File: src/rtl/octal_stream_to_binary_pkg.sv
`default_nettype none
// +--------------------------------------------------------------------------+
// | octal_conv_pkg : shared state encoding and ASCII constants               |
// | Rev 1.0                                                                  |
// +--------------------------------------------------------------------------+
package octal_conv_pkg;

  typedef enum logic [0:0] {
    ST_ACC  = 1'b0,
    ST_HOLD = 1'b1
  } state_e;

  localparam logic [7:0] CH_ZERO  = 8'h30;
  localparam logic [7:0] CH_SEVEN = 8'h37;
  localparam logic [7:0] CH_SEP   = 8'h5F;

endpackage
`default_nettype wire

File: src/rtl/octal_stream_to_binary_if.sv
`default_nettype none
// +--------------------------------------------------------------------------+
// | octal_stream_to_binary_if : character input and result output handshakes |
// | Rev 1.0                                                                  |
// +--------------------------------------------------------------------------+
interface octal_stream_to_binary_if #(
  parameter int OUT_W = 32,
  parameter int CNT_W = 6
);
  logic             in_valid;
  logic             in_ready;
  logic [7:0]       in_char;
  logic             in_last;
  logic             out_valid;
  logic             out_ready;
  logic [OUT_W-1:0] out_value;
  logic [CNT_W-1:0] out_ndigits;
  logic             out_err_char;
  logic             out_err_ovf;
  logic             out_err_empty;

  modport master (
    output in_valid, in_char, in_last, out_ready,
    input  in_ready, out_valid, out_value, out_ndigits,
           out_err_char, out_err_ovf, out_err_empty
  );

  modport slave (
    input  in_valid, in_char, in_last, out_ready,
    output in_ready, out_valid, out_value, out_ndigits,
           out_err_char, out_err_ovf, out_err_empty
  );
endinterface
`default_nettype wire

File: src/rtl/octal_stream_to_binary_decode.sv
`default_nettype none
// +--------------------------------------------------------------------------+
// | octal_ascii_decode : classifies one ASCII character as octal digit/sep   |
// | Rev 1.0                                                                  |
// +--------------------------------------------------------------------------+
module octal_ascii_decode
  import octal_conv_pkg::*;
(
  input  logic [7:0] char_i,
  output logic       is_digit_o,
  output logic       is_sep_o,
  output logic [2:0] digit_o
);
  assign is_digit_o = (char_i >= CH_ZERO) && (char_i <= CH_SEVEN);
  assign is_sep_o   = (char_i == CH_SEP);
  assign digit_o    = char_i[2:0];
endmodule
`default_nettype wire

File: src/rtl/octal_stream_to_binary.sv
`default_nettype none
// +--------------------------------------------------------------------------+
// | octal_stream_to_binary : ASCII-octal frame to OUT_W-bit binary word      |
// | Rev 1.0                                                                  |
// +--------------------------------------------------------------------------+
module octal_stream_to_binary
  import octal_conv_pkg::*;
#(
  parameter int OUT_W = 32,
  parameter int CNT_W = 6
) (
  input logic                      clk,
  input logic                      rst_n,
  octal_stream_to_binary_if.slave  bus
);
  localparam logic [0:0]       S_ACC   = ST_ACC;
  localparam logic [0:0]       S_HOLD  = ST_HOLD;
  localparam logic [CNT_W-1:0] CNT_MAX = '1;

  logic [0:0]       state_q, state_d;
  logic [OUT_W-1:0] acc_q, acc_d;
  logic [CNT_W-1:0] cnt_q, cnt_d;
  logic             err_char_q, err_char_d;
  logic             err_ovf_q, err_ovf_d;
  logic             err_empty_q, err_empty_d;

  logic             w_is_digit;
  logic             w_is_sep;
  logic [2:0]       w_digit;
  logic [OUT_W-1:0] w_acc_shift;

  octal_ascii_decode u_decode (
    .char_i     (bus.in_char),
    .is_digit_o (w_is_digit),
    .is_sep_o   (w_is_sep),
    .digit_o    (w_digit)
  );

  generate
    if (OUT_W > 3) begin : g_wide
      assign w_acc_shift = {acc_q[OUT_W-4:0], w_digit};
    end else begin : g_narrow
      assign w_acc_shift = w_digit;
    end
  endgenerate

  always_comb begin
    state_d     = state_q;
    acc_d       = acc_q;
    cnt_d       = cnt_q;
    err_char_d  = err_char_q;
    err_ovf_d   = err_ovf_q;
    err_empty_d = err_empty_q;
    case (state_q)
      S_ACC: begin
        if (bus.in_valid) begin
          if (w_is_digit) begin
            acc_d     = w_acc_shift;
            err_ovf_d = err_ovf_q | (|acc_q[OUT_W-1:OUT_W-3]);
            cnt_d     = (cnt_q == CNT_MAX) ? cnt_q : cnt_q + CNT_W'(1);
          end else if (!w_is_sep) begin
            err_char_d = 1'b1;
          end
          if (bus.in_last) begin
            state_d     = S_HOLD;
            err_empty_d = (cnt_d == '0);
          end
        end
      end
      S_HOLD: begin
        // Acceptance clears the whole frame context so the next frame starts clean.
        if (bus.out_ready) begin
          state_d     = S_ACC;
          acc_d       = '0;
          cnt_d       = '0;
          err_char_d  = 1'b0;
          err_ovf_d   = 1'b0;
          err_empty_d = 1'b0;
        end
      end
      default: state_d = S_ACC;
    endcase
  end

  always_ff @(posedge clk or negedge rst_n) begin
    if (!rst_n) begin
      state_q     <= S_ACC;
      acc_q       <= '0;
      cnt_q       <= '0;
      err_char_q  <= 1'b0;
      err_ovf_q   <= 1'b0;
      err_empty_q <= 1'b0;
    end else begin
      state_q     <= state_d;
      acc_q       <= acc_d;
      cnt_q       <= cnt_d;
      err_char_q  <= err_char_d;
      err_ovf_q   <= err_ovf_d;
      err_empty_q <= err_empty_d;
    end
  end

  assign bus.in_ready      = (state_q == S_ACC);
  assign bus.out_valid     = (state_q == S_HOLD);
  assign bus.out_value     = acc_q;
  assign bus.out_ndigits   = cnt_q;
  assign bus.out_err_char  = err_char_q;
  assign bus.out_err_ovf   = err_ovf_q;
  assign bus.out_err_empty = err_empty_q;
endmodule
`default_nettype wire

File: src/flat_wrapper.sv
// flat-port wrapper written by rule: the top's interface ports become plain ports
module octal_stream_to_binary_flat import octal_conv_pkg::*;
#(
  parameter int OUT_W = 32,
  parameter int CNT_W = 6
)
  (clk, rst_n, bus_in_valid, bus_in_char, bus_in_last, bus_out_ready, bus_in_ready, bus_out_valid, bus_out_value, bus_out_ndigits, bus_out_err_char, bus_out_err_ovf, bus_out_err_empty);
  octal_stream_to_binary_if #(.OUT_W(OUT_W), .CNT_W(CNT_W)) bus_i ();
  input logic clk;
  input logic rst_n;
  input wire logic [$bits(bus_i.in_valid)-1:0] bus_in_valid;
  input wire logic [$bits(bus_i.in_char)-1:0] bus_in_char;
  input wire logic [$bits(bus_i.in_last)-1:0] bus_in_last;
  input wire logic [$bits(bus_i.out_ready)-1:0] bus_out_ready;
  output wire logic [$bits(bus_i.in_ready)-1:0] bus_in_ready;
  output wire logic [$bits(bus_i.out_valid)-1:0] bus_out_valid;
  output wire logic [$bits(bus_i.out_value)-1:0] bus_out_value;
  output wire logic [$bits(bus_i.out_ndigits)-1:0] bus_out_ndigits;
  output wire logic [$bits(bus_i.out_err_char)-1:0] bus_out_err_char;
  output wire logic [$bits(bus_i.out_err_ovf)-1:0] bus_out_err_ovf;
  output wire logic [$bits(bus_i.out_err_empty)-1:0] bus_out_err_empty;
  assign bus_i.in_valid = bus_in_valid;
  assign bus_i.in_char = bus_in_char;
  assign bus_i.in_last = bus_in_last;
  assign bus_i.out_ready = bus_out_ready;
  assign bus_in_ready = bus_i.in_ready;
  assign bus_out_valid = bus_i.out_valid;
  assign bus_out_value = bus_i.out_value;
  assign bus_out_ndigits = bus_i.out_ndigits;
  assign bus_out_err_char = bus_i.out_err_char;
  assign bus_out_err_ovf = bus_i.out_err_ovf;
  assign bus_out_err_empty = bus_i.out_err_empty;
  octal_stream_to_binary #(.OUT_W(OUT_W), .CNT_W(CNT_W)) u_core (.clk(clk), .rst_n(rst_n), .bus(bus_i));
endmodule
File: config.mk
export PLATFORM = sky130hd
export DESIGN_NAME = octal_stream_to_binary_flat
export DESIGN_NICKNAME = d
export VERILOG_FILES = /design/src/rtl/octal_stream_to_binary_pkg.sv /design/src/rtl/octal_stream_to_binary_if.sv /design/src/rtl/octal_stream_to_binary_decode.sv /design/src/rtl/octal_stream_to_binary.sv /design/src/flat_wrapper.sv
export SDC_FILE = /design/constraint.sdc
export NUM_CORES = 1
export LEC_CHECK = 0
export BUFFER_PORTS_ARGS = -buffer_cell sky130_fd_sc_hd__buf_2
export CORE_UTILIZATION = 50
export CTS_BUF_LIST = sky130_fd_sc_hd__clkbuf_8
export DETAILED_ROUTE_END_ITERATION = 10
export PLACE_DENSITY = 0.8
export SYNTH_ARGS = -nofsm -noshare
export SYNTH_HDL_FRONTEND = slang
export SYNTH_SLANG_ARGS = --single-unit
File: constraint.sdc
create_clock -name clk -period 2.45 [get_ports clk]
set_clock_uncertainty 0.1 [all_clocks]
set_input_delay 0.245 -clock clk [delete_from_list [all_inputs] [get_ports clk]]
set_output_delay 0.245 -clock clk [all_outputs]
set_load 0.02 [all_outputs]
==> results.md, run 1 <==
- Outcome: complete, but fails checks
- Failing checks: negative hold slack
- Fraction of synthesized cell area taken by the top area cell type: between 50% and 60%
- Element type at the critical path end: register
- Routability congestion estimate: between 0.8 and 0.9
- Setup bufs post-CTS: 0
- Cts bufs inserted: 5
- R2r setup slk: between 0.6 and 0.7 ns
- Post-detailed-placement half-perimeter wirelength: about 2.7 mm
- Pin count of the biggest net entering global routing: between 60 and 70
- Worst slack on hold paths: -0.0163 ns
- Flip-flop and latch count after synthesis: 42
- GR Util met1: 26.9%
- Mapped Nets: around 220
- Slew at the pin closest to its max-slew limit: slightly above 0.9 ns
- Highest attainable clock frequency: approximately 0.57 GHz
- Total number of placement rows: 22
- Count of nets left with antenna violations after detail routing: 0
- Post-layout power: roughly 1.3 mW
- Max Fanout on Critical Path: 66
- Reported net switching power: 307 uW
- Internal Dissipation: 965 uW
- Share of total power in combinational logic: slightly below 9%
- Fraction of final layout cells sized beyond drive strength 1: a little over a quarter
- Maximum buffer depth of the clock tree: 2
- Required time of the worst setup path: 2.56 ns
- Share of async-settable or async-resettable flops after synthesis: 100%
- Cell types occupying the most area after synthesis: sky130_fd_sc_hd__dfrtp_1 (54%), sky130_fd_sc_hd__nand2_1 (15%), sky130_fd_sc_hd__o21ai_0 (7.0%)
- Synthesized cell area: between 1500 and 2000 um2
- Cells after synthesis: between 200 and 250
- WS Path Type: register to register
- Initial Utilization: between 50% and 60%
- Library cell occupying the most area in the post-synthesis netlist: sky130_fd_sc_hd__dfrtp_1
- Post-synthesis sequential area ratio: between 50% and 60%
- Worst reg2reg endpoint: u_core.bus.out_ndigits[0]$_DFFE_PN0P_
- Maximum VDD drop: 0.371 mV
- Final-report setup violation count: 0
- Power per cell area: ~550 nW/um2
- Number of design-rule violations left by the first detailed-router iteration: about 130
- Hold-fix buffers, CTS: 0
- Die width: between 60 and 70 um
- # nets final: roughly 280
- Fin util: 63.0%
- Reg2reg path depth: 5
- Total number of H-tree levels: 2
- Number of antenna violations at the first check in global routing: 0
- Sum of overflow across all layers after global routing: 0
- Floorplan die height: roughly 64 um
- Hold violation count in the final report: 32
- Launch point of the worst reg-to-reg path: u_core.bus.out_valid$_DFF_PN0_
- Synthesized area divided by synthesized cell count: slightly above 9 um2
- Number of top-level design ports: 56
- Global-route layer with the greatest usage: met2
- Startpoint type of the worst setup path: register
- Clock insertion delay at the later pin of the skew report: 0.29 ns
- Total detailed-routing wirelength: slightly below 4 mm
- Detailed-router iteration count before antenna repair: 4
- # DRC: 0
- First-pass GRT wire length: about 6.7 mm
- Buffers on Ports: 55
- Area growth from synthesis to layout: 19.9%
- Number of diodes added for antenna fixing: 0
- Switching share of power: 24.1%
- Static leakage: 1.19 nW
- TritonCTS clock tree: yes
- Minimum period implied by the final worst setup slack: around 1.8 ns
- Clock power share: between 30% and 40%
- Yosys warnings: 0
- Sink count of the clock tree: 42
- Max-slew headroom at the worst pin: 39.2%
- Arrival time of the worst setup path: between 1.5 and 2 ns
- GR met2 Demand/Resource: roughly a third
- Final clock period utilization by the worst path: around 72%
- Clock slew at reported path FFs: 0.07 ns
- Overall track demand over capacity in global routing: a little over a fifth
- Yosys cell types: 34
- Via count of the first global-routing pass: between 1000 and 1500
- Post-cts sizing count: 0
- Via count: between 1500 and 2000
- CP Capture Point: u_core.bus.out_ndigits[0]$_DFFE_PN0P_
- Max-slew violation count: 0
- Sequential fraction of design power: between 50% and 60%
- Root Buffer: sky130_fd_sc_hd__clkbuf_8
- Dominant synthesized flop cell: sky130_fd_sc_hd__dfrtp_1
- Worst setup path startpoint: u_core.bus.out_valid$_DFF_PN0_
- Count of flip-flops with a built-in enable after synthesis: 0
- Worst min-delay path class: primary input to async pin
- Global Route met3 Usage: around 6.3%
- Mean routed wirelength per cell: 12.4 um
- Placeable core area: approximately 3700 um2
- Setup TNS: 0 ns
- Unrepaired setup endpoints after global routing: no
- Via/cell ratio: between 5 and 6
- Total die area: approximately 4100 um2
- Maximum Capacitance Violations: 0
## Yosys cell counts (all sizes together) (2+ instances only)
| cell | count |
|---|---|
| and3 | 3 |
| buf | 5 |
| clkbuf | 5 |
| dfrtp | 42 |
| inv | 2 |
| mux2i | 5 |
| nand2 | 76 |
| nand2b | 2 |
| nand3 | 4 |
| nand4 | 2 |
| nor2 | 4 |
| nor2b | 4 |
| o21ai | 34 |
## kinds of logic after synthesis
| group | after synthesis | synth area share (%) |
|---|---|---|
| AND/OR/NAND/NOR | 103 | 24.2 |
| AO/OA/AOI/OAI | 43 | 13.1 |
| flip-flops | 42 | 54.3 |
| buffers and inverters | 12 | 4.39 |
| multiplexers | 6 | 3.36 |
| adder cells (fa/ha/maj) | 1 | 0.646 |
## sequential cells by signal, indices dropped and copies added, names as in the netlist
name	count
u_core.bus.out_valid	1
u_core.bus.out_err_char	1
u_core.bus.out_err_empty	1
u_core.bus.out_value	32
u_core.bus.out_ndigits	6
u_core.bus.out_err_ovf	1
## layout by cell type, fill, tap and decap left out, drive strengths merged, types with 2 or more instances in the layout
cell type   n
o21ai      34
nand3       4
inv         3
nand4       2
nand2      76
buf        58
and3        3
nor2        4
dfrtp      42
nand2b      2
clkbuf      6
nor2b       4
mux2i       5
## worst min-delay path by stage
stage / to / cells past startpoint / startpoint
after floorplan: u_core.bus.out_err_char$_DFFE_PN0P_ / 0 / rst_n
after global placement: u_core.bus.out_value[16]$_DFFE_PN0P_ / 1 / rst_n
after detailed placement: u_core.bus.out_value[16]$_DFFE_PN0P_ / 1 / rst_n
after CTS: u_core.bus.out_value[17]$_DFFE_PN0P_ / 1 / rst_n
after global routing: u_core.bus.out_value[16]$_DFFE_PN0P_ / 1 / rst_n
final: u_core.bus.out_value[16]$_DFFE_PN0P_ / 1 / rst_n
## worst max-delay path: stages (launching register included)
cell	delay [ns]
sky130_fd_sc_hd__dfrtp_1	0.43
sky130_fd_sc_hd__nor2b_1	0.26
sky130_fd_sc_hd__and3_2	0.27
sky130_fd_sc_hd__buf_12	0.23
sky130_fd_sc_hd__o21a_4	0.18
sky130_fd_sc_hd__mux2i_1	0.17
## power groups by stage
stage / Clock, mW / Sequential (mW) / Combinational, mW
6_report: 0.444 / 0.717 / 0.111
2_1_floorplan: 0 / 0.743 / 0.0444
3_5_place_dp: 0 / 0.729 / 0.113
4_1_cts: 0.454 / 0.716 / 0.113
3_3_place_gp: 0 / 0.729 / 0.112
5_1_grt: 0.487 / 0.718 / 0.123
## routing by layer
layer  up-vias  wire length [um]
li1        807                 -
met3         7               204
met1       742              1820
met2        46              1800
met4         0                41
met5         -                 0
## metrics by stage
| step | area (um2) | hold WS, ns | worst slack (ns) | cells |
|---|---|---|---|---|
| 2_1_floorplan | 1940 | -0.151 | 0.747 | 207 |
| 3_3_place_gp | 2230 | 0.332 | 0.701 | 303 |
| 3_5_place_dp | 2230 | 0.325 | 0.646 | 303 |
| 4_1_cts | 2320 | 0.00967 | 0.711 | 311 |
| 5_1_grt | 2320 | 0.0549 | 0.567 | 311 |
| 6_report | 2320 | -0.0163 | 0.697 | 311 |
## cell type report
cell class	instances	area (um2)
Clock inverter	2	8.76
Fill cell	338	1370
Tap cell	48	60.1
Multi-Input combinational cell	153	802
Inverter	2	7.51
Clock buffer	6	82.6
Timing Repair Buffer	58	310
Sequential cell	42	1050
(Power assumes the default switching activity.)
==> run 2: changes to the inputs <==
--- a/config.mk
+++ b/config.mk
@@ -6,10 +6,10 @@
 export NUM_CORES = 1
 export LEC_CHECK = 0
 export BUFFER_PORTS_ARGS = -buffer_cell sky130_fd_sc_hd__buf_2
-export CORE_UTILIZATION = 50
+export CORE_UTILIZATION = 48
 export CTS_BUF_LIST = sky130_fd_sc_hd__clkbuf_8
 export DETAILED_ROUTE_END_ITERATION = 10
-export PLACE_DENSITY = 0.8
+export PLACE_DENSITY = 0.81
 export SYNTH_ARGS = -nofsm -noshare
 export SYNTH_HDL_FRONTEND = slang
 export SYNTH_SLANG_ARGS = --single-unit
==> constraint.sdc (replaced) <==
create_clock -name clk -period 1.5 [get_ports clk]
set_clock_uncertainty 0.1 [all_clocks]
set_input_delay 0.15 -clock clk [delete_from_list [all_inputs] [get_ports clk]]
set_output_delay 0.15 -clock clk [all_outputs]
set_load 0.02 [all_outputs]
==> run 2 against run 1 <==
Net effect:
- the run ends with negative setup slack left
- die area rose by 4.0%
- utilization rose by 4.5 points
- worst setup slack got worse by 0.71 ns
- via count rose by 3.5%
- cell count rose by 5.1%
- hold slack improved by 0.042 ns
- power rose by 78%
- combinational power rose by 98%
- critical path depth did not move
- first-iteration DRC count fell by 33%
- global-route usage fell by 0.55 points
- largest power group unchanged
==> results.md, run 2 (same netlist as run 1, synthesis figures left out) <==
- Maximum Capacitance Violations: 0 (unchanged)
- # nets final: 292 (+5.8%)
- Detailed-router iteration count before antenna repair: 4 (unchanged)
- GR Util met1: 26.7% (-0.20 points)
- Worst setup timing slack at the placement stage: -0.0241 ns (-0.670 ns)
- Maximum VDD drop: 0.722 mV (+95%)
- Placeable core area: 3770 um2 (+2.2%)
- Post-detailed-placement half-perimeter wirelength: 2.99 mm (+8.8%)
- Highest attainable clock frequency: 0.660 GHz (+16%)
- Unrepaired setup endpoints after global routing: yes
- Family with the most delay on the worst path: flip-flops
- Via count of the first global-routing pass: 1486 (-0.67%)
- Total die area: 4290 um2 (+4.0%)
- Cts bufs inserted: 5 (unchanged)
- Number of standard cells in the final layout excluding fillers: 327 (+5.1%)
- Number of antenna violations at the first check in global routing: 0 (unchanged)
- Clock slew at reported path FFs: 0.08 ns (about the same)
- Worst min-delay path class: primary input to register
- Die width: 65.5 um (+2.0%)
- Floorplan die height: 65.5 um (+2.0%)
- Final clock period utilization by the worst path: 101% (+29 points)
- Commonest non-fill, non-tap cell in the layout: sky130_fd_sc_hd__nand2_1
- Sink count of the clock tree: 42 (unchanged)
- Hold violation count in the final report: 0 (-100%)
- Max Fanout on Critical Path: 3 (-95%)
- Sum of overflow across all layers after global routing: 0 (unchanged)
- # DRC: 0 (unchanged)
- Final-report setup violation count: 1 (+1)
- Cells along the critical path: ha_4 > and4bb_2 > nand2_2 > mux2i_2 > a41o_1
- Global-route layer with the greatest usage: met2
- Maximum buffer depth of the clock tree: 2 (unchanged)
- GR met2 Demand/Resource: 34.0% (-0.72 points)
- Initial Utilization: 51.4% (-1.1 points)
- Total number of placement rows: 22 (unchanged)
- Root Buffer: sky130_fd_sc_hd__clkbuf_8
- Number of flip-flops under the largest register name: 32 (unchanged)
- Global Route met3 Usage: 5.56% (-0.69 points)
- Outcome: complete, but fails checks
- Total detailed-routing wirelength: 4.14 mm (+7.1%)
- Register cell area after layout: 1060 um2 (+0.59%)
- Element type at the critical path end: register
- Buffering stage count on the worst path with inverters included: 0 (-1)
- Area of the multi-input gates: 851 um2 (+6.1%)
- Number of design-rule violations left by the first detailed-router iteration: 84 (-33%)
- Via count: 1658 (+3.5%)
- Total number of H-tree levels: 2 (unchanged)
- Top library cells by usage in the layout, fill and taps aside: sky130_fd_sc_hd__nand2_1 (74), sky130_fd_sc_hd__buf_2 (55), sky130_fd_sc_hd__dfrtp_1 (37)
- Max-slew headroom at the worst pin: 74.6% (+35 points)
- Number of inserted filler cells in the final layout: 320 (-5.3%)
- WS Path Type: register to register
- Number of cells in the design after placement: 314 (+3.6%)
- Slew at the pin closest to its max-slew limit: 0.380 ns (-0.531 ns)
- Area growth from synthesis to layout: 31.4%
- Routability congestion estimate: 0.807 (-4.3%)
- Overall track demand over capacity in global routing: 20.7% (-0.55 points)
- Largest incremental delay on the critical path: 0.43 ns (about the same)
- Buffers on Ports: 55 (unchanged)
- Post-route worst setup slack: -0.0141 ns (-0.711 ns)
- Fraction of final layout cells sized beyond drive strength 1: 34.1% (+6.7 points)
- Max-slew violation count: 0 (unchanged)
- TritonCTS clock tree: yes
- Required time of the worst setup path: 1.63 ns (-0.93 ns)
- Failing checks: negative setup slack
- First-pass GRT wire length: 6.72 mm (+0.51%)
- Startpoint type of the worst setup path: register
- Static leakage: 1.27 nW (+6.7%)
- Number of top-level design ports: 56 (unchanged)
- Number of diodes added for antenna fixing: 0 (unchanged)
- Mean routed wirelength per cell: 12.6 um (+1.9%)
- Clock insertion delay at the later pin of the skew report: 0.29 ns (about the same)
- Power per cell area: 888 nW/um2 (+62%)
- Cell with the largest stage delay on the worst path: sky130_fd_sc_hd__dfrtp_2
- Count of nets left with antenna violations after detail routing: 0 (unchanged)
- Arrival time of the worst setup path: 1.64 ns (-0.23 ns)
- Via/cell ratio: 5.07 (-1.6%)
- Minimum period implied by the final worst setup slack: 1.51 ns (-0.239 ns)
- Pin count of the biggest net entering global routing: 47 (-30%)
run 2: what timing repair did:
action / CTS / global route
endpoints found under the hold margin: 45 / 0
setup buffers: 0 / 0
pin swaps: 4 / 2
cloned: 0 / 0
hold buffers: 5 / 0
gates resized for setup: 3 / 4
setup endpoints to repair: 4 / 16
run 2: tightest hold or removal path, delay by kind of cell:
family	cells	cell delay (ns)
buf+inv	1	0.08
simple gates	1	0.07
compound gates	1	0.08
run 2: path summary, 6_finish.rpt:
kind | cells past startpoint | slack, ns | to | from
worst max-delay path | 5 | -0.01 | u_core.bus.out_err_empty$_DFFE_PN0P_ | u_core.bus.out_ndigits[0]$_DFFE_PN0P_
worst min-delay path | 3 | 0.03 | u_core.bus.out_valid$_DFF_PN0_ | bus_in_last
worst max register to register | 5 | -0.01 | u_core.bus.out_err_empty$_DFFE_PN0P_ | u_core.bus.out_ndigits[0]$_DFFE_PN0P_
worst min register to register | 2 | 0.40 | u_core.bus.out_value[19]$_DFFE_PN0P_ | u_core.bus.out_value[16]$_DFFE_PN0P_
max in group asynchronous | 3 | 0.62 | u_core.bus.out_value[5]$_DFFE_PN0P_ | rst_n
min in group asynchronous | 2 | 0.20 | u_core.bus.out_err_empty$_DFFE_PN0P_ | rst_n
run 2: per-layer routing:
metal / vias up / part of all wire, %
li1: 838 / -
met1: 768 / 47
met2: 50 / 47
met3: 2 / 4.8
met4: 0 / 0.70
met5: - / 0
run 2: layout make-up:
type                            instances  area share, %
Timing Repair Buffer                   74           18.0
Inverter                                2          0.295
Sequential cell                        42           41.5
Clock inverter                          3           1.62
Clock buffer                            5           2.70
Multi-Input combinational cell        153           33.4
Tap cell                               48           2.36
run 2: report_power, final:
part           switching (mW)  internal, mW
sequential             0.0161          1.15
combinational           0.133        0.0872
clock                   0.383         0.490
run 2: through the flow:
stage                     power, mW  setup TNS, ns  util, %  instance area [um2]  hold slack (ns)
after global routing           2.35         -0.227     67.5                 2540           0.0443
after global placement         1.39              0     62.4                 2350          -0.0177
after CTS                      2.27        -0.0207     67.1                 2530           0.0168
after floorplan                1.29         -0.118        -                 1970           -0.246
after detailed placement       1.40        -0.0284     62.4                 2350          -0.0174
final                          2.26        -0.0141     67.5                 2540           0.0260
